<file path="config.mk">
export PLATFORM = sky130hd
export DESIGN_NAME = avalon_st_policer
export DESIGN_NICKNAME = d
export VERILOG_FILES = /design/src/rtl/avalon_st_policer.sv
export SDC_FILE = /design/constraint.sdc
export NUM_CORES = 1
export LEC_CHECK = 0
export CORE_MARGIN = 2
export CORE_UTILIZATION = 47
export CTS_BUF_LIST = sky130_fd_sc_hd__clkbuf_16
export DETAILED_ROUTE_END_ITERATION = 8
export PLACE_DENSITY_LB_ADDON = 0.08
export RECOVER_POWER = 25
export SLEW_MARGIN = 30
export SYNTH_ARGS = -nofsm -noshare
export SYNTH_HDL_FRONTEND = slang
export SYNTH_SLANG_ARGS = --single-unit
</file>
<file path="constraint.sdc">
create_clock -name clk -period 16.9 [get_ports clk]
set_input_delay 4.225 -clock clk [delete_from_list [all_inputs] [get_ports clk]]
set_output_delay 4.225 -clock clk [all_outputs]
set_load 0.02 [all_outputs]
</file>
<file path="src/rtl/avalon_st_policer.sv">
// rtl/avalon_st_policer.sv - Avalon-ST policer: SOP/EOP framing, empty masking, truncation, violation counters.
module avalon_st_policer #(
    parameter int DATA_WIDTH_IN_BYTES = 16,
    parameter int MAX_BEATS           = 64,
    parameter int SOP_MODE            = 0,
    parameter int CNT_WIDTH           = 16,
    localparam int DW = DATA_WIDTH_IN_BYTES * 8,
    localparam int EW = (DATA_WIDTH_IN_BYTES > 1) ? $clog2(DATA_WIDTH_IN_BYTES) : 1
) (
    input  logic                 clk,
    input  logic                 rst,
    input  logic [DW-1:0]        untrusted_msg_data,
    input  logic                 untrusted_msg_valid,
    output logic                 untrusted_msg_rdy,
    input  logic                 untrusted_msg_sop,
    input  logic                 untrusted_msg_eop,
    input  logic [EW-1:0]        untrusted_msg_empty,
    output logic [DW-1:0]        enforced_msg_data,
    output logic                 enforced_msg_valid,
    input  logic                 enforced_msg_rdy,
    output logic                 enforced_msg_sop,
    output logic                 enforced_msg_eop,
    output logic [EW-1:0]        enforced_msg_empty,
    output logic                 missing_sop,
    output logic                 unexpected_sop,
    output logic                 truncated,
    output logic [CNT_WIDTH-1:0] missing_sop_cnt,
    output logic [CNT_WIDTH-1:0] unexpected_sop_cnt,
    output logic [CNT_WIDTH-1:0] truncated_cnt
);

    localparam int BW = $clog2(MAX_BEATS + 1);

    typedef enum logic [1:0] {BETWEEN_MSG, IN_MSG, FILLER, DISCARD} state_t;

    state_t          state, state_n;
    logic [BW-1:0]   beat_cnt, beat_cnt_n;
    logic [DW-1:0]   held_data;
    logic            held_eop;
    logic [EW-1:0]   held_empty;

    logic            can_load, accept, hold_ld;
    logic            ld, ld_sop, ld_eop;
    logic [DW-1:0]   ld_data, ld_data_masked;
    logic [EW-1:0]   ld_empty, in_empty_c;
    logic            ms_n, us_n, tr_n;

    function automatic logic [DW-1:0] mask_lanes(input logic [DW-1:0] d, input logic [EW-1:0] e);
        mask_lanes = d;
        for (int i = 0; i < DATA_WIDTH_IN_BYTES; i++) begin
            if (i < int'(e)) mask_lanes[8*i +: 8] = 8'h00;
        end
    endfunction

    assign can_load   = !enforced_msg_valid || enforced_msg_rdy;
    assign accept     = untrusted_msg_valid && untrusted_msg_rdy;
    assign in_empty_c = (int'(untrusted_msg_empty) >= DATA_WIDTH_IN_BYTES) ?
                        EW'(DATA_WIDTH_IN_BYTES - 1) : untrusted_msg_empty;

    always_comb begin
        untrusted_msg_rdy = 1'b0;
        case (state)
            BETWEEN_MSG, IN_MSG: untrusted_msg_rdy = can_load;
            FILLER:              untrusted_msg_rdy = 1'b0;
            DISCARD:             untrusted_msg_rdy = 1'b1;
            default:             untrusted_msg_rdy = 1'b0;
        endcase
    end

    always_comb begin
        state_n    = state;
        beat_cnt_n = beat_cnt;
        ld         = 1'b0;
        ld_data    = untrusted_msg_data;
        ld_sop     = 1'b0;
        ld_eop     = 1'b0;
        ld_empty   = '0;
        hold_ld    = 1'b0;
        ms_n       = 1'b0;
        us_n       = 1'b0;
        tr_n       = 1'b0;
        case (state)
            BETWEEN_MSG: begin
                if (accept) begin
                    if (untrusted_msg_sop) begin
                        ld         = 1'b1;
                        ld_sop     = 1'b1;
                        beat_cnt_n = BW'(1);
                        if (untrusted_msg_eop) begin
                            ld_eop   = 1'b1;
                            ld_empty = in_empty_c;
                        end else if (MAX_BEATS == 1) begin
                            ld_eop  = 1'b1;
                            tr_n    = 1'b1;
                            state_n = DISCARD;
                        end else begin
                            state_n = IN_MSG;
                        end
                    end else begin
                        ms_n = 1'b1;
                    end
                end
            end
            IN_MSG: begin
                if (accept) begin
                    us_n = untrusted_msg_sop;
                    if (untrusted_msg_sop && SOP_MODE == 1) begin
                        // Close the open message with a filler EOP; the SOP beat waits in the hold register.
                        ld         = 1'b1;
                        ld_data    = '0;
                        ld_eop     = 1'b1;
                        hold_ld    = 1'b1;
                        beat_cnt_n = '0;
                        state_n    = FILLER;
                    end else begin
                        ld         = 1'b1;
                        beat_cnt_n = beat_cnt + BW'(1);
                        if (untrusted_msg_eop) begin
                            ld_eop   = 1'b1;
                            ld_empty = in_empty_c;
                            state_n  = BETWEEN_MSG;
                        end else if (int'(beat_cnt) + 1 == MAX_BEATS) begin
                            ld_eop  = 1'b1;
                            tr_n    = 1'b1;
                            state_n = DISCARD;
                        end
                    end
                end
            end
            FILLER: begin
                if (can_load) begin
                    ld         = 1'b1;
                    ld_data    = held_data;
                    ld_sop     = 1'b1;
                    ld_eop     = held_eop;
                    ld_empty   = held_empty;
                    beat_cnt_n = BW'(1);
                    if (held_eop) begin
                        state_n = BETWEEN_MSG;
                    end else if (MAX_BEATS == 1) begin
                        ld_eop  = 1'b1;
                        tr_n    = 1'b1;
                        state_n = DISCARD;
                    end else begin
                        state_n = IN_MSG;
                    end
                end
            end
            DISCARD: begin
                if (accept && untrusted_msg_eop) state_n = BETWEEN_MSG;
            end
            default: state_n = BETWEEN_MSG;
        endcase
    end

    assign ld_data_masked = ld_eop ? mask_lanes(ld_data, ld_empty) : ld_data;

    always_ff @(posedge clk or posedge rst) begin
        if (rst) begin
            state              <= BETWEEN_MSG;
            beat_cnt           <= '0;
            held_data          <= '0;
            held_eop           <= 1'b0;
            held_empty         <= '0;
            enforced_msg_valid <= 1'b0;
            enforced_msg_data  <= '0;
            enforced_msg_sop   <= 1'b0;
            enforced_msg_eop   <= 1'b0;
            enforced_msg_empty <= '0;
        end else begin
            state    <= state_n;
            beat_cnt <= beat_cnt_n;
            if (hold_ld) begin
                held_data  <= untrusted_msg_data;
                held_eop   <= untrusted_msg_eop;
                held_empty <= untrusted_msg_eop ? in_empty_c : '0;
            end
            if (can_load) begin
                enforced_msg_valid <= ld;
                if (ld) begin
                    enforced_msg_data  <= ld_data_masked;
                    enforced_msg_sop   <= ld_sop;
                    enforced_msg_eop   <= ld_eop;
                    enforced_msg_empty <= ld_empty;
                end
            end
        end
    end

    always_ff @(posedge clk or posedge rst) begin
        if (rst) begin
            missing_sop        <= 1'b0;
            unexpected_sop     <= 1'b0;
            truncated          <= 1'b0;
            missing_sop_cnt    <= '0;
            unexpected_sop_cnt <= '0;
            truncated_cnt      <= '0;
        end else begin
            missing_sop    <= ms_n;
            unexpected_sop <= us_n;
            truncated      <= tr_n;
            if (ms_n && missing_sop_cnt != '1)    missing_sop_cnt    <= missing_sop_cnt + 1'b1;
            if (us_n && unexpected_sop_cnt != '1) unexpected_sop_cnt <= unexpected_sop_cnt + 1'b1;
            if (tr_n && truncated_cnt != '1)      truncated_cnt      <= truncated_cnt + 1'b1;
        end
    end

endmodule

</file>
==> summary.md, run 1 <==
| Metric | Value |
|---|---|
| Drt pass-1 iters | 4 |
| # rows | 47 |
| Top cell type's share of synthesized area | 61.59% |
| ANT cells | 0 |
| Final count of negative-setup-slack endpoints | 0 |
| Core Box Area | around 0.017 mm^2 |
| First-pass GRT wire length | approximately 35 mm |
| Crit Path Class | input port to output pin |
| Count of hold-fix buffers inserted at cts | 0 |
| Pre-CTS WS | ~7000 ps |
| Worst r2r path cells | 5 |
| Fillers | 1159 |
| CP arrival | 5760 ps |
| Multi-input gate area | 0.002892 mm^2 |
| Most common cell in the netlist | dfrtp_1 |
| Die W | 133.8 um |
| Final instance area | 0.01192 mm^2 |
| Post-CTS setup buffer count | 0 |
| Overall Global Routing Usage | 24.88% |
| DRC viols | 0 |
| CTS tree | built |
| Asr flop ratio synth | 100.0% |
| Sequential share of the synthesized area | 61.59% |
| Vias in the first global route | 6686 |
| Routed WL | 22.42 mm |
| Antenna-violating nets left | 0 |
| GR Overflow Total | 0 |
| Largest net degree at the start of global routing | 114 |
| Tightest Pin Transition | 4858 ps |
| Max cap viols | 1 |
| Worst skew pair latency | ~420 ps |
| Hold slack | 484.3 ps |
| Unique cell type count in the Yosys netlist | 63 |
| Slew headroom | -225.6% |
| Die footprint | 0.01791 mm^2 |
| Die Ht | 133.8 um |
| WL per Instance | a little under 20 um |
| Clock skew | 5.905 ps |
| DR vias/cell | roughly 5.5 |
| Power per cell area | ~140 mW/mm^2 |
| Synth Area per Inst | 13.12 um^2 |
| # placed instances | 1127 |
| Port bufs | 324 |
| Cell Area, Synth | 0.007923 mm^2 |
| EDFF count, synth | 0 |
| Status | complete, but fails checks |
| Cells after synthesis | 604 |
| Unrepaired setup endpoints after global routing | no |
| Synth top area cells | dfrtp_1 (62%), a22o_1 (14%), xnor2_1 (3.1%) |
| Post-layout minimum cycle time | between 9000 and 10000 ps |
| Maximum level of the CTS H-tree | 4 |
| Critical Path End Type | output pin |
| Final non-filler cell total | approximately 1200 |
| Worst-path fanout max | 6 |
| Tightest Hold Check Type | register to register |
| Post-placement cell area | 0.01138 mm^2 |
| Nets | 1068 |
| CTS resizes | 0 |
| Failing checks | capacitance limit, slew limit |
| FF+latch count, synth | around 200 |
| Fin. Hold Viols | 0 |
| Num CTS Buffers | 17 |
| HPWL after DPL | 16.57 mm |
| Syn-to-layout area delta | 50.43% |
| Synth Flop Type | dfrtp_1 |
| Share of layout cells above drive strength 1 | 6.496% |
| Pins over their slew limit | 114 |
| Static leakage | around 0.005 uW |
| Syn_nets | 746 |
| Num ports | 325 |
| Max Clk Rate | 100.1 MHz |
| Vias | ~6400 |
| VDD IR-drop max | 80.25 uV |
| Clk sinks | 195 |
| Cell taking the most area after synthesis | dfrtp_1 |
| Crit share post-route | around 59% |
| FF/Latch Area | 0.004880 mm^2 |
| Hold Path Cell Cnt | 2 |
| Fin worst setup slack | 6915 ps |
| RePlAce Congestion | 0.8539 |
| Max Root-Sink Buffers | 2 |
| Root buf cell | clkbuf_16 |
| Top post-synthesis cells by count | dfrtp_1 (195), a22o_1 (130), nor2_1 (29) |
| Initial drt markers | between 300 and 400 |
| Worst Setup Start Kind | input port |
| Setup TNS Final | 0 ps |
| Synth warn | 0 |
| Effective utilization at floorplan | 47.94% |
| Initial antenna violation count | 0 |
| Worst Path Required | 12680 ps |
| Clock transition at path regs | 60 ps |
## worst paths after layout
check / slack, ps / endpoint / start
worst max-delay path: 6910 / untrusted_msg_rdy / enforced_msg_rdy
worst min-delay path: 480 / enforced_msg_empty[3] / enforced_msg_empty[3]
worst max register to register: 13990 / truncated_cnt[1] / enforced_msg_valid
worst min register to register: 480 / enforced_msg_empty[3] / enforced_msg_empty[3]
max in group asynchronous: 9000 / enforced_msg_data[101] / rst
min in group asynchronous: 5720 / enforced_msg_data[44] / rst
## sequential cells by signal, indices dropped and copies added (netlist names)
name                count
beat_cnt                7
missing_sop             1
enforced_msg_eop        1
enforced_msg_data     128
unexpected_sop_cnt     16
truncated               1
enforced_msg_empty      4
missing_sop_cnt        16
truncated_cnt          16
enforced_msg_sop        1
unexpected_sop          1
enforced_msg_valid      1
state                   2
## logic make-up after synthesis
| kind of cell | count (synthesis) | synth area share, % |
|---|---|---|
| buffers and inverters | 29 | 1.643 |
| muxes | 7 | 0.9475 |
| and+or+nand+nor | 150 | 11.17 |
| xor gates and xnor gates | 44 | 4.864 |
| DFF | 195 | 61.59 |
| AOI/OAI and AO/OA | 175 | 19.16 |
| adders and majority gates | 4 | 0.6317 |
## final cells by class
type | instances | area share (%)
Sequential cell | 195 | 40.94
Timing Repair Buffer | 328 | 27.46
Multi-Input combinational cell | 380 | 24.26
Clock buffer | 17 | 3.570
Tap cell | 220 | 2.310
Clock inverter | 15 | 1.312
Inverter | 4 | 0.1365
## placed cells by master (no fill, tap or decap), types with 3 or more instances in the layout
| cell | instances |
|---|---|
| nand3_1 | 22 |
| inv_1 | 3 |
| nand2_1 | 25 |
| a21oi_2 | 3 |
| o21ai_0 | 6 |
| dfrtp_1 | 195 |
| nor3_1 | 9 |
| a32o_1 | 3 |
| o21a_1 | 3 |
| a21oi_1 | 7 |
| nor2_1 | 29 |
| clkdlybuf4s50_1 | 304 |
| mux2_2 | 3 |
| nand4_1 | 18 |
| inv_6 | 4 |
| nor2_4 | 4 |
| and2_1 | 5 |
| o31ai_1 | 4 |
| and3_1 | 10 |
| ha_1 | 4 |
| nand2b_1 | 3 |
| xnor2_1 | 28 |
| mux2i_1 | 3 |
| dlygate4sd3_1 | 20 |
| a21oi_4 | 5 |
| and4_1 | 3 |
| xor2_1 | 16 |
| clkbuf_16 | 17 |
| a22o_1 | 130 |
## report_power, final
group	total, uW	leakage (uW)	internal (uW)	switching (uW)
registers	671	0.00253	587	84.6
clock network	400	0.000281	220	180
logic	630	0.00234	317	313
total	1700	0.00515	1120	578
## per-layer routing
metal  vias up  global-route usage (%)  wire (um)
met5         -                       0          0
met4         0                   7.033        359
met3        29                   7.445       1651
met2       238                   43.62      11460
met1      3211                   29.86       8944
li1       2936                       -          -
## critical path, cell delays in order
cell and delay [ps]:
clkdlybuf4s50_1 420, nor2b_1 420, a21oi_1 140, clkdlybuf4s50_1 550
## through the flow
step	util (%)	power, uW
2_1_floorplan	-	984.2
3_3_place_gp	68.87	1300
3_5_place_dp	68.87	1317
4_1_cts	72.39	1720
5_1_grt	72.12	1776
6_report	72.12	1701
(Power assumes the default switching activity.)
==> run 2: changes to the inputs <==
--- a/config.mk
+++ b/config.mk
@@ -6,7 +6,7 @@
 export NUM_CORES = 1
 export LEC_CHECK = 0
 export CORE_MARGIN = 2
-export CORE_UTILIZATION = 47
+export CORE_UTILIZATION = 39
 export CTS_BUF_LIST = sky130_fd_sc_hd__clkbuf_16
 export DETAILED_ROUTE_END_ITERATION = 8
 export PLACE_DENSITY_LB_ADDON = 0.08
==> constraint.sdc (replaced) <==
create_clock -name clk -period 8.6 [get_ports clk]
set_input_delay 2.15 -clock clk [delete_from_list [all_inputs] [get_ports clk]]
set_output_delay 2.15 -clock clk [all_outputs]
set_load 0.02 [all_outputs]
==> run 2 against run 1 <==
The flow now finishes without violations; worst setup slack lost 4200 ps; clock-buffer cell count unchanged; critical path depth did not move; routed wire length grew 1.9%; non-clock buffer count down 1; cell area up 1.2%; register-to-register slack lost 7700 ps; sequential share of layout area is 0.47 points lower; largest cell class unchanged; largest power group unchanged; highest routed layer unchanged.
==> summary.md, run 2 (same netlist as run 1, synthesis figures left out) <==
| Metric | Value |
|---|---|
| Port bufs | roughly 320 |
| Clock transition at path regs | approximately 70 ps |
| CP peak stage delay | 580 ps |
| Critical-path cell list | clkdlybuf4s50_1 > nor2b_1 > a21oi_1 > clkdlybuf4s50_1 |
| Hold slack | 484.7 ps |
| CP max-delay cell | clkdlybuf4s50_1 |
| Maximum level of the CTS H-tree | 4 |
| VDD IR-drop max | 144.7 uV |
| Clock skew | between 8 and 9 ps |
| Status | completed |
| Worst Setup Start Kind | input port |
| Worst skew pair latency | 430 ps |
| Post-CTS setup buffer count | 0 |
| Initial drt markers | 226 |
| Tightest Pin Transition | 930.9 ps |
| Share of layout cells above drive strength 1 | 6.930% |
| Die W | 146.5 um |
| WL per Instance | approximately 19 um |
| Clk sinks | about 200 |
| Crit Path Class | input port to output pin |
| First-pass GRT wire length | approximately 37 mm |
| # placed instances | 1176 |
| Fin worst setup slack | 2709 ps |
| Max cap viols | 0 |
| Drt pass-1 iters | 4 |
| Final count of negative-setup-slack endpoints | 0 |
| ANT cells | 0 |
| Syn-to-layout area delta | 52.18% |
| Die footprint | 0.02147 mm^2 |
| Die Ht | 146.5 um |
| Core Box Area | 0.02010 mm^2 |
| Count of hold-fix buffers inserted at cts | 0 |
| Pre-CTS WS | 2757 ps |
| # rows | 52 |
| Max Clk Rate | between 150 and 200 MHz |
| CP arrival | between 3000 and 4000 ps |
| Routed WL | between 20 and 25 mm |
| WP buf/inv | 2 |
| Num CTS Buffers | 17 |
| Fin. Hold Viols | 0 |
| Worst Path Required | between 6000 and 7000 ps |
| Vias in the first global route | 6616 |
| Crit share post-route | 68.50% |
| Vias | between 6000 and 7000 |
| Power per cell area | 283.2 mW/mm^2 |
| Post-layout power | ~3400 uW |
| Unrepaired setup endpoints after global routing | no |
| Effective utilization at floorplan | 39.41% |
| CP delay by family, top | buffers and inverters |
| Critical Path End Type | output pin |
| Pins over their slew limit | 0 |
| Final non-filler cell total | 1208 |
| CTS resizes | 0 |
| Initial antenna violation count | 0 |
| Slew headroom | 37.94% |
| Max Root-Sink Buffers | 2 |
| Worst-path fanout max | 6 |
| Commonest cells after routing, fill and taps aside | clkdlybuf4s50_1 (321), dfrtp_1 (195), a22o_1 (130) |
| Tightest Hold Check Type | register to register |
| DRC viols | 0 |
| RePlAce Congestion | 0.8661 |
| DR vias/cell | approximately 5.3 |
| HPWL after DPL | ~17 mm |
| Static leakage | 0.005157 uW |
| Overall Global Routing Usage | 21.48% |
| Largest net degree at the start of global routing | 144 |
| Most common cell after layout, fill and taps aside | clkdlybuf4s50_1 |
| Antenna-violating nets left | 0 |
| CTS tree | built |
| Setup TNS Final | 0 ps |
| Post-layout minimum cycle time | 5891 ps |
| Reg with most FFs | enforced_msg_data |
| GR Overflow Total | 0 |
| Root buf cell | clkbuf_16 |
| Nets | around 1100 |
| CP most frequent cell | clkdlybuf4s50_1 |
| Num ports | 325 |
| Max reg flops | roughly 130 |
## run 2: cell types whose count changed in the layout (fill, tap and decap cells not counted), sizes merged
cell,before,now
clkdlybuf4s50,304,321
bufinv,2,4
buf,3,4
clkbuf,18,17
dlygate4sd3,20,2
inv,8,9
clkinv,6,3
## run 2: layout make-up
cell class                 count  area, um^2
clock buffer                  17       425.4
sequential                   195        4880
clock inverter                15       202.7
tap                          270       337.8
timing repair buffer         327        3261
inverter                       4       27.53
fill                        1610        8048
multi-input combinational    380        2923
## run 2: path summary, 6_finish.rpt
check	to	slack, ps	startpoint	cells after the start
worst max-delay path	untrusted_msg_rdy	2710	enforced_msg_rdy	4
worst min-delay path	missing_sop_cnt[5]	480	missing_sop_cnt[5]	1
worst max register to register	truncated_cnt[1]	6280	enforced_msg_valid	5
worst min register to register	missing_sop_cnt[5]	480	missing_sop_cnt[5]	1
max in group asynchronous	unexpected_sop_cnt[0]	5020	rst	3
min in group asynchronous	missing_sop_cnt[7]	2280	rst	2
## run 2: where the power goes
group,internal (uW),total (uW),switching [uW]
Sequential,1150,1310,163
Clock,491,851,360
Combinational,632,1250,617
Total,2270,3410,1140
## run 2: layer usage
| layer | part of all wire, % | track usage (%) | vias up |
|---|---|---|---|
| met5 | 0 | 0 | - |
| met4 | 1.9 | 7.039 | 0 |
| met3 | 7.3 | 6.625 | 28 |
| met2 | 49 | 35.64 | 228 |
| li1 | - | - | 2917 |
| met1 | 42 | 26.93 | 3185 |
## run 2: worst register-to-register path: stages (launching register included)
cell	delay [ps]
dfrtp_1	390
nand2b_1	260
nand3_1	450
nor4_4	630
nand2_2	120
mux2_1	340
## run 2: per-stage QoR
step	util, %	instance area, um^2
floorplan	-	7923
global placement	56.88	11430
detailed placement	56.85	11430
CTS	59.98	12060
global route	59.97	12060
finish	59.97	12060
==> run 3: changes to the inputs <==
==> constraint.sdc (replaced) <==
create_clock -name clk -period 4.8 [get_ports clk]
set_input_delay 1.2 -clock clk [delete_from_list [all_inputs] [get_ports clk]]
set_output_delay 1.2 -clock clk [all_outputs]
set_load 0.02 [all_outputs]
==> run 3 against run 2 <==
The flow now finishes with violations (capacitance limit, slew limit); sequential power up 80%; clock skew up 3.7 ps; worst setup slack worse by 1800 ps; cell area up 0.18%; cell count rose by 0.25%; routed wire length is 1.2% higher; non-clock buffer count rose by 4; global-route usage rose by 0.14 points; first-iteration DRC count increased by 69%; sequential share of layout area down 0.071 points; clock power grew 62%; total power is 76% higher; critical endpoint unchanged; largest cell class unchanged; largest power group unchanged.
==> summary.md, run 3 (same netlist as run 1, synthesis figures left out) <==
| Metric | Value |
|---|---|
| Status | complete, but fails checks |
| Failing checks | capacitance limit, slew limit |
| Max reg flops | around 130 |
| Reg with most FFs | enforced_msg_data |
| Vias | 6355 |
| Vias in the first global route | 6479 |
| Die footprint | 0.02147 mm^2 |
| Most common cell after layout, fill and taps aside | clkdlybuf4s50_1 |
| Crit share post-route | 81.79% |
| ANT cells | 0 |
| Net Sw Frac | 33.69% |
| Largest net degree at the start of global routing | 108 |
| Count of hold-fix buffers inserted at cts | 0 |
| Clock skew | 12.35 ps |
| Flop pwr share | 39.2% |
| CP arrival | 2730 ps |
| Multi-input gate area | 0.002929 mm^2 |
| Drt pass-1 iters | 4 |
| Setup TNS Final | 0 ps |
| Pint | around 4000 uW |
| Num CTS Buffers | 17 |
| Clk network pwr share | 23.0% |
| Max Clk Rate | 254.7 MHz |
| Initial antenna violation count | 0 |
| Tightest Hold Check Type | register to register |
| Critical Path End Type | output pin |
| Pre-CTS WS | 872.2 ps |
| VDD IR-drop max | ~330 uV |
| Share of layout cells above drive strength 1 | 7.226% |
| Commonest cells after routing, fill and taps aside | clkdlybuf4s50_1 (323), dfrtp_1 (195), a22o_1 (130) |
| WL per Instance | around 19 um |
| FF/Latch Area | 0.004880 mm^2 |
| Syn-to-layout area delta | 52.45% |
| Core Box Area | ~0.02 mm^2 |
| CTS resizes | 0 |
| DRC viols | 0 |
| Num ports | 325 |
| Tightest Pin Transition | 2159 ps |
| Slew headroom | -43.94% |
| Power per cell area | 497.2 mW/mm^2 |
| HPWL after DPL | 17.07 mm |
| Clock transition at path regs | approximately 60 ps |
| Port bufs | 324 |
| Overall Global Routing Usage | 21.62% |
| Worst skew pair latency | between 400 and 500 ps |
| Pins over their slew limit | 89 |
| Unrepaired setup endpoints after global routing | no |
| Nets | 1071 |
| RePlAce Congestion | 0.8440 |
| Crit Path Class | input port to output pin |
| Fin worst setup slack | between 800 and 900 ps |
| Max cap viols | 1 |
| First-pass GRT wire length | 36.67 mm |
| Combinational share of power | 37.7% |
| Effective utilization at floorplan | 39.41% |
| Die Ht | 146.5 um |
| GR Overflow Total | 0 |
| Final core occ | between 60% and 70% |
| Root buf cell | clkbuf_16 |
| Worst Path Required | roughly 3600 ps |
| Clk sinks | 195 |
| Sw Pwr | 2023 uW |
| DR vias/cell | ~5.2 |
| Final count of negative-setup-slack endpoints | 0 |
| Initial drt markers | 383 |
| Max Root-Sink Buffers | 2 |
| Fillers | 1583 |
| Fin. Hold Viols | 0 |
| # rows | 52 |
| Antenna-violating nets left | 0 |
| Routed WL | approximately 23 mm |
| Static leakage | 0.005173 uW |
| Maximum level of the CTS H-tree | 4 |
| Die W | ~150 um |
| Worst-path fanout max | 6 |
| Worst Setup Start Kind | input port |
| R2r setup slk | between 2000 and 3000 ps |
| Post-layout minimum cycle time | 3926 ps |
| Post-CTS setup buffer count | 0 |
| CTS tree | built |
[run 3: cell count changes in the layout (fill, tap and decap cells not counted), sizes merged]
cell | before | now
clkinv | 3 | 10
clkdlybuf4s50 | 321 | 323
clkbuf | 17 | 18
clkinvlp | 3 | 1
dlygate4sd3 | 2 | 1
inv | 9 | 5
buf | 4 | 6
bufinv | 4 | 2
[run 3: final timing paths]
kind,start,to,cells past startpoint
worst max-delay path,enforced_msg_rdy,untrusted_msg_rdy,4
worst min-delay path,enforced_msg_empty[3],enforced_msg_empty[3],2
worst max register to register,state[0],enforced_msg_data[101],4
worst min register to register,enforced_msg_empty[3],enforced_msg_empty[3],2
max in group asynchronous,rst,enforced_msg_data[119],3
min in group asynchronous,rst,missing_sop_cnt[1],3
[run 3: per-layer routing]
| metal | GRT usage, % | vias up | share of wire [%] |
|---|---|---|---|
| li1 | - | 2919 | - |
| met1 | 27.44 | 3188 | 41 |
| met2 | 35.14 | 222 | 49 |
| met3 | 7.313 | 26 | 7.5 |
| met4 | 6.796 | 0 | 2.0 |
| met5 | 0 | - | 0 |
[run 3: area by class of cell]
type / instances / share of cell area, %
flip-flops and latches: 195 / 40.40
repair buffers: 331 / 27.74
multi-input cells: 380 / 24.25
clock buffers: 17 / 3.522
well taps: 270 / 2.797
clock inverters: 14 / 1.150
inverters: 4 / 0.1347
[run 3: power by group through the flow]
stage	clock [uW]	sequential (uW)	combinational [uW]
6_report	1380	2360	2270
5_1_grt	1500	2410	2390
4_1_cts	1430	2360	2280
3_5_place_dp	0	2380	2280
3_3_place_gp	0	2360	2250
2_1_floorplan	0	2840	624
[run 3: metrics by stage]
| stage | std cells | hold slack, ps | power (uW) | cell area, um^2 |
|---|---|---|---|---|
| final | 1211 | 487.8 | 6005 | 12080 |
| after global routing | 1211 | 514.6 | 6303 | 12080 |
| after CTS | 1210 | 497.5 | 6069 | 12070 |
| after detailed placement | 1179 | 482.9 | 4653 | 11500 |
| after global placement | 1179 | 475.0 | 4612 | 11500 |
| after floorplan | 604 | 488.0 | 3466 | 7926 |
[run 3: worst max-delay path, stage by stage]
cell	delay [ps]
clkdlybuf4s50_1	420
nor2b_1	400
a21oi_1	140
clkdlybuf4s50_1	560
